`src/rtl/mcu_spi_reg_slave.sv`:
```
// SPI mode-0 target for the MCU link: decodes fixed command+data frames into
// single-cycle register-bus read/write strobes in the clk domain.
module mcu_spi_reg_slave #(
    parameter int SYNC_STAGES = 2,
    parameter int DATA_WIDTH  = 16
) (
    input  logic                  clk,
    input  logic                  rst,
    input  logic                  spi_sck,
    input  logic                  spi_cs_n,
    input  logic                  spi_mosi,
    output logic                  spi_miso_o,
    output logic                  spi_miso_t,
    output logic [6:0]            reg_addr,
    output logic                  reg_wr,
    output logic [DATA_WIDTH-1:0] reg_wdata,
    output logic                  reg_rd,
    input  logic [DATA_WIDTH-1:0] reg_rdata,
    output logic                  frame_abort
);
    localparam int FRAME_BITS = 8 + DATA_WIDTH;
    localparam int CNT_W      = $clog2(FRAME_BITS + 1);
    localparam logic [CNT_W-1:0] CMD_LAST = CNT_W'(7);
    localparam logic [CNT_W-1:0] LAST_BIT = CNT_W'(FRAME_BITS - 1);

    typedef enum logic [2:0] {IDLE, CMD, RD_WAIT, RDATA, WDATA, DONE} state_t;
    state_t state, state_nxt;

    logic [SYNC_STAGES-1:0] sck_sync, cs_sync, mosi_sync, sync_vld;
    logic                   sck_d, cs_d, armed;
    logic                   sck_s, cs_s, mosi_s;
    logic                   sck_rise, sck_fall, cs_rise, cs_fall;
    logic [CNT_W-1:0]       bit_cnt;
    logic                   wait_cnt;
    logic [DATA_WIDTH-1:0]  rx_shift, tx_shift;
    logic [7:0]             cmd_byte;
    logic                   rd_nxt, wr_nxt, abort_nxt;

    // sync_vld marks when cs_s reflects the pin rather than its reset value, so a
    // frame already running when reset releases cannot fake a CS_N falling edge.
    always_ff @(posedge clk or posedge rst) begin
        if (rst) begin
            sck_sync  <= '0;
            cs_sync   <= '1;
            mosi_sync <= '0;
            sync_vld  <= '0;
            sck_d     <= 1'b0;
            cs_d      <= 1'b1;
            armed     <= 1'b0;
        end else begin
            sck_sync  <= {sck_sync[SYNC_STAGES-2:0], spi_sck};
            cs_sync   <= {cs_sync[SYNC_STAGES-2:0], spi_cs_n};
            mosi_sync <= {mosi_sync[SYNC_STAGES-2:0], spi_mosi};
            sync_vld  <= {sync_vld[SYNC_STAGES-2:0], 1'b1};
            sck_d     <= sck_s;
            cs_d      <= cs_s;
            if (sync_vld[SYNC_STAGES-1] && cs_s)
                armed <= 1'b1;
        end
    end

    assign sck_s      = sck_sync[SYNC_STAGES-1];
    assign cs_s       = cs_sync[SYNC_STAGES-1];
    assign mosi_s     = mosi_sync[SYNC_STAGES-1];
    assign cs_rise    = cs_s & ~cs_d;
    assign cs_fall    = ~cs_s & cs_d & armed;
    assign sck_rise   = sck_s & ~sck_d & ~cs_s;
    assign sck_fall   = ~sck_s & sck_d & ~cs_s;
    assign spi_miso_t = cs_s;
    assign cmd_byte   = {rx_shift[6:0], mosi_s};

    // SCK edges are masked while CS_N is high, so a coincident CS_N rise wins.
    always_comb begin
        state_nxt = state;
        rd_nxt    = 1'b0;
        wr_nxt    = 1'b0;
        abort_nxt = 1'b0;
        case (state)
            IDLE: if (cs_fall) state_nxt = CMD;
            CMD: begin
                if (cs_rise) begin
                    state_nxt = IDLE;
                    abort_nxt = 1'b1;
                end else if (sck_rise && bit_cnt == CMD_LAST) begin
                    if (cmd_byte[7]) begin
                        state_nxt = RD_WAIT;
                        rd_nxt    = 1'b1;
                    end else begin
                        state_nxt = WDATA;
                    end
                end
            end
            RD_WAIT: begin
                if (cs_rise) begin
                    state_nxt = IDLE;
                    abort_nxt = 1'b1;
                end else if (wait_cnt) begin
                    state_nxt = RDATA;
                end
            end
            RDATA: begin
                if (cs_rise) begin
                    state_nxt = IDLE;
                    abort_nxt = 1'b1;
                end else if (sck_rise && bit_cnt == LAST_BIT) begin
                    state_nxt = DONE;
                end
            end
            WDATA: begin
                if (cs_rise) begin
                    state_nxt = IDLE;
                    abort_nxt = 1'b1;
                end else if (sck_rise && bit_cnt == LAST_BIT) begin
                    state_nxt = DONE;
                    wr_nxt    = 1'b1;
                end
            end
            DONE: if (cs_rise) state_nxt = IDLE;
            default: state_nxt = IDLE;
        endcase
    end

    always_ff @(posedge clk or posedge rst) begin
        if (rst) begin
            state       <= IDLE;
            bit_cnt     <= '0;
            wait_cnt    <= 1'b0;
            reg_rd      <= 1'b0;
            reg_wr      <= 1'b0;
            frame_abort <= 1'b0;
            reg_addr    <= '0;
            reg_wdata   <= '0;
            spi_miso_o  <= 1'b0;
        end else begin
            state       <= state_nxt;
            reg_rd      <= rd_nxt;
            reg_wr      <= wr_nxt;
            frame_abort <= abort_nxt;
            wait_cnt    <= (state == RD_WAIT);
            if (state == IDLE)
                bit_cnt <= '0;
            else if (sck_rise && state != DONE)
                bit_cnt <= bit_cnt + CNT_W'(1);
            if (state == CMD && sck_rise && bit_cnt == CMD_LAST)
                reg_addr <= cmd_byte[6:0];
            if (wr_nxt)
                reg_wdata <= {rx_shift[DATA_WIDTH-2:0], mosi_s};
            if (state != RDATA)
                spi_miso_o <= 1'b0;
            else if (sck_fall)
                spi_miso_o <= tx_shift[DATA_WIDTH-1];
        end
    end

    // Shift registers carry data only; they are cleared at frame start instead of by reset.
    always_ff @(posedge clk) begin
        if (state == IDLE && cs_fall)
            rx_shift <= '0;
        else if (sck_rise)
            rx_shift <= {rx_shift[DATA_WIDTH-2:0], mosi_s};
        if (state == RD_WAIT && wait_cnt)
            tx_shift <= reg_rdata;
        else if (state == RDATA && sck_fall)
            tx_shift <= {tx_shift[DATA_WIDTH-2:0], 1'b0};
    end

endmodule

```
`config.mk`:
```
export PLATFORM = sky130hd
export DESIGN_NAME = mcu_spi_reg_slave
export DESIGN_NICKNAME = d
export VERILOG_FILES = /design/src/rtl/mcu_spi_reg_slave.sv
export SDC_FILE = /design/constraint.sdc
export NUM_CORES = 1
export LEC_CHECK = 0
export ABC_AREA = 1
export CAP_MARGIN = 20
export CORE_UTILIZATION = 25
export CTS_BUF_LIST = sky130_fd_sc_hd__clkbuf_2 sky130_fd_sc_hd__clkbuf_4 sky130_fd_sc_hd__clkbuf_8
export DETAILED_ROUTE_END_ITERATION = 6
export PLACE_DENSITY = 0.39
export SYNTH_ARGS = -nofsm -noshare
export SYNTH_HDL_FRONTEND = slang
export SYNTH_SLANG_ARGS = --single-unit
```
`constraint.sdc`:
```
create_clock -name clk -period 6.55 [get_ports clk]
set_clock_uncertainty 0.15 [all_clocks]
set_input_delay 0.655 -clock clk [delete_from_list [all_inputs] [get_ports clk]]
set_output_delay 0.655 -clock clk [all_outputs]
set_load 0.02 [all_outputs]
```
==> metrics.csv <==
stage,metric,value,unit
setup_path,slowest_delay,0.58,ns
sta,setup-tns-final,0,ns
global_routing,grt_pass1_vias,2148,
synthesis,yosysWarnings,0,
synthesis,synth_cell_types,35,
setup_path,cp_common_cell,nand2_1,
clock_network,insertion_delay,0.35,ns
die,initial_core_util,0.258,
setup_path,critical_path.max_fanout,24,
synthesis,synth_top_cell_area_share,0.352,
die,core-area,12100,sq um
synthesis,yosys.area.top_type,dfrtp_1,
clock_network,cts_made_buffers,9,
synthesis,synth_seq_area_share,0.627,
place,portBuffers,48,
synthesis,synth_seq_cells,78,
global_routing,grt_max_degree,48,
place,gp_congestion,0.787,
clock_network,cts-root-buf,clkbuf_8,
die,die_w,114,microns
route,ant_nets,0,
route,drc,0,
route,firstDrtPassIters,4,
synthesis,synth.cell_area,3130,sq um
route,detail_route.wl_per_cell,11.9,microns
setup_path,crit_path_cell_trace,nor2_1 > nand2_1 > nor2_1 > nand3_2 > clkinv_1 > nand2_1 > nand2_1,
clock_network,clockBufferDepth,2,
setup_path,worst-endpoint-required,6.64,ns
global_routing,grt_first_pass_wirelength,10.6,mm
layout,final_core_util,0.332,
sta,period_minus_slack,2.59,ns
sta,relSlewSlack,0.497,
synthesis,synthCells,302,
global_routing,grt_overflow,0,
setup_path,endpoint_kind,flip-flop,
place,dpl.hpwl,4.21,mm
setup_path,crit_type,reg -> reg,
run,cap_violations,0,
power,peakVddDrop,0.115,mV
setup_path,cpMaxStageDelayCell,dfstp_2,
clock_network,cts_tree,built,
layout,final_common_cell,nand2_1,
setup_path,start_kind,flip-flop,
synthesis,synth_area_per_cell,10.4,sq um
die,num_rows,40,
route,routed_via_density,4.10,
outcome,status,completed,
layout,areaGrowthSynthToFinish,28.5,%
synthesis,yosys-top-cells-area,"dfrtp_1 (35%), edfxtp_1 (15%), nand2_1 (9.7%)",
route,drtIter0Drc,88,
layout,diodes,0,
layout,final_cell_mix,"nand2_1 (81), clkdlybuf4s50_1 (48), dfrtp_1 (44)",
worst_hold_path,min_path_type,reg -> reg,
global_routing,grtUsageTotal,0.107,
clock_network,cts.clk_slew.worst_paths,0.09,ns
sta,hold_violations,0,
worst_hold_path,holdPathStages,0,
clock_network,cts_hold_buf,0,
place,dp.cells,511,
sta,finalSetupViolCount,0,
sta,rsz0062_at_grt,no,
setup_path,worstRegToRegCells,7,
sta,tightest_slew,0.753,ns
setup_path,arrival,2.68,ns
layout,layout-drive-gt1-share,0.125,
clock_network,cts_resized,0,
global_routing,antenna_found_initial,0,
power,p_leak,1.73,nW
route,routed_wl,6.30,mm
die,top_level_ports,49,
sta,fin_crit_sh,0.395,
synthesis,syn_nets,324,
sta,holdWs,0.198,ns
layout,fill_cells,1278,
clock_network,cts.sink_count,78,
layout,nets,377,
clock_network,cts_setup_buffers,0,
sta,drv_slew,0,
die,die_y,114,microns
die,die_area,13000,sq um
sta,fmax,0.386,GHz
layout,instances_no_fill,528,
clock_network,cts_max_level,3,
power,power_density,297,nW/um^2
route,vias,2164,
-- state kept, by name, summed over array words and instances, names as in the netlist, 2 cells and up --
signal / count
reg_wdata: 16
rx_shift: 15
sync_vld: 2
cs_sync: 2
mosi_sync: 2
state: 3
reg_addr: 7
sck_sync: 2
tx_shift: 16
bit_cnt: 5
-- Yosys cell counts --
| master | instances |
|---|---|
| mux2_2 | 7 |
| nand2_2 | 1 |
| buf_2 | 4 |
| o31ai_1 | 2 |
| nor2_2 | 2 |
| clkbuf_1 | 2 |
| nand2_1 | 81 |
| a211oi_1 | 1 |
| nand3_1 | 16 |
| xor2_1 | 2 |
| inv_1 | 22 |
| o21ai_0 | 12 |
| nand2_4 | 1 |
| nor3_1 | 1 |
| xnor2_1 | 1 |
| a21oi_1 | 16 |
| inv_4 | 1 |
| conb_1 | 1 |
| ha_1 | 1 |
| o21ai_2 | 1 |
| dfstp_2 | 3 |
| nor2_1 | 17 |
| buf_6 | 2 |
| dfrtp_1 | 44 |
| dfxtp_1 | 15 |
| edfxtp_1 | 16 |
| mux2_4 | 8 |
| nor4_1 | 1 |
| nand3_2 | 2 |
| inv_2 | 1 |
| clkinv_1 | 1 |
| o21ai_1 | 8 |
| o22ai_1 | 6 |
| nand4_1 | 2 |
| a21o_1 | 1 |
-- stage by stage --
stage / power [mW] / cell area (sq um) / setup WS [ns]
final: 1.19 / 4020 / 3.96
after global routing: 1.27 / 4020 / 3.63
after CTS: 1.21 / 4000 / 3.88
after detailed placement: 0.804 / 3770 / 3.89
after global placement: 0.805 / 3770 / 4.01
after floorplan: 0.735 / 3130 / 4.12
-- cell families after synthesis --
group,after synthesis,synth area share
AO/OA/AOI/OAI,47,0.0820
XOR/XNOR,3,0.00840
adder cells (fa/ha/maj),1,0.00400
buffers and inverters,33,0.0468
flip-flops,78,0.627
multiplexers,15,0.0636
other,1,0.00120
AND/OR/NAND/NOR,124,0.167
-- worst paths after layout --
check	from	endpoint	slack (ns)
max	cs_sync[1]$_DFF_PP1_	reg_wdata[12]$_DFFE_PP0P_	3.96
min reg2reg	mosi_sync[0]$_DFF_PP0_	mosi_sync[1]$_DFF_PP0_	0.20
max in group asynchronous	rst	bit_cnt[4]$_DFFE_PP0P_	5.22
max reg2reg	cs_sync[1]$_DFF_PP1_	reg_wdata[12]$_DFFE_PP0P_	3.96
min	mosi_sync[0]$_DFF_PP0_	mosi_sync[1]$_DFF_PP0_	0.20
min in group asynchronous	rst	sck_sync[1]$_DFF_PP0_	0.51
-- layout make-up --
cell class              count  area (sq um)  area share
flip-flops and latches     78          1960       0.488
multi-input cells         191          1020       0.254
repair buffers             50           508       0.126
well taps                 168           210      0.0523
clock buffers               9           124      0.0308
clock inverters             7          97.6      0.0243
inverters                  25          96.3      0.0240
-- worst max-delay path, delay by kind of cell, from the launching register on --
kind,cells,cell delay (ns)
and+or+nand+nor,6,1.35
DFF,1,0.58
buffers and inverters,1,0.38
-- report_power, final --
group | internal (mW) | leakage, nW | switching [mW]
Sequential | 0.545 | 0.888 | 0.0416
Clock | 0.216 | 0.107 | 0.183
Combinational | 0.0724 | 0.739 | 0.135
-- layer usage --
metal  track usage  wire (microns)
met1         0.134            3070
met2         0.170            2840
met3        0.0399             310
met4        0.0364              82
met5             0               0
(Power assumes the default switching activity.)
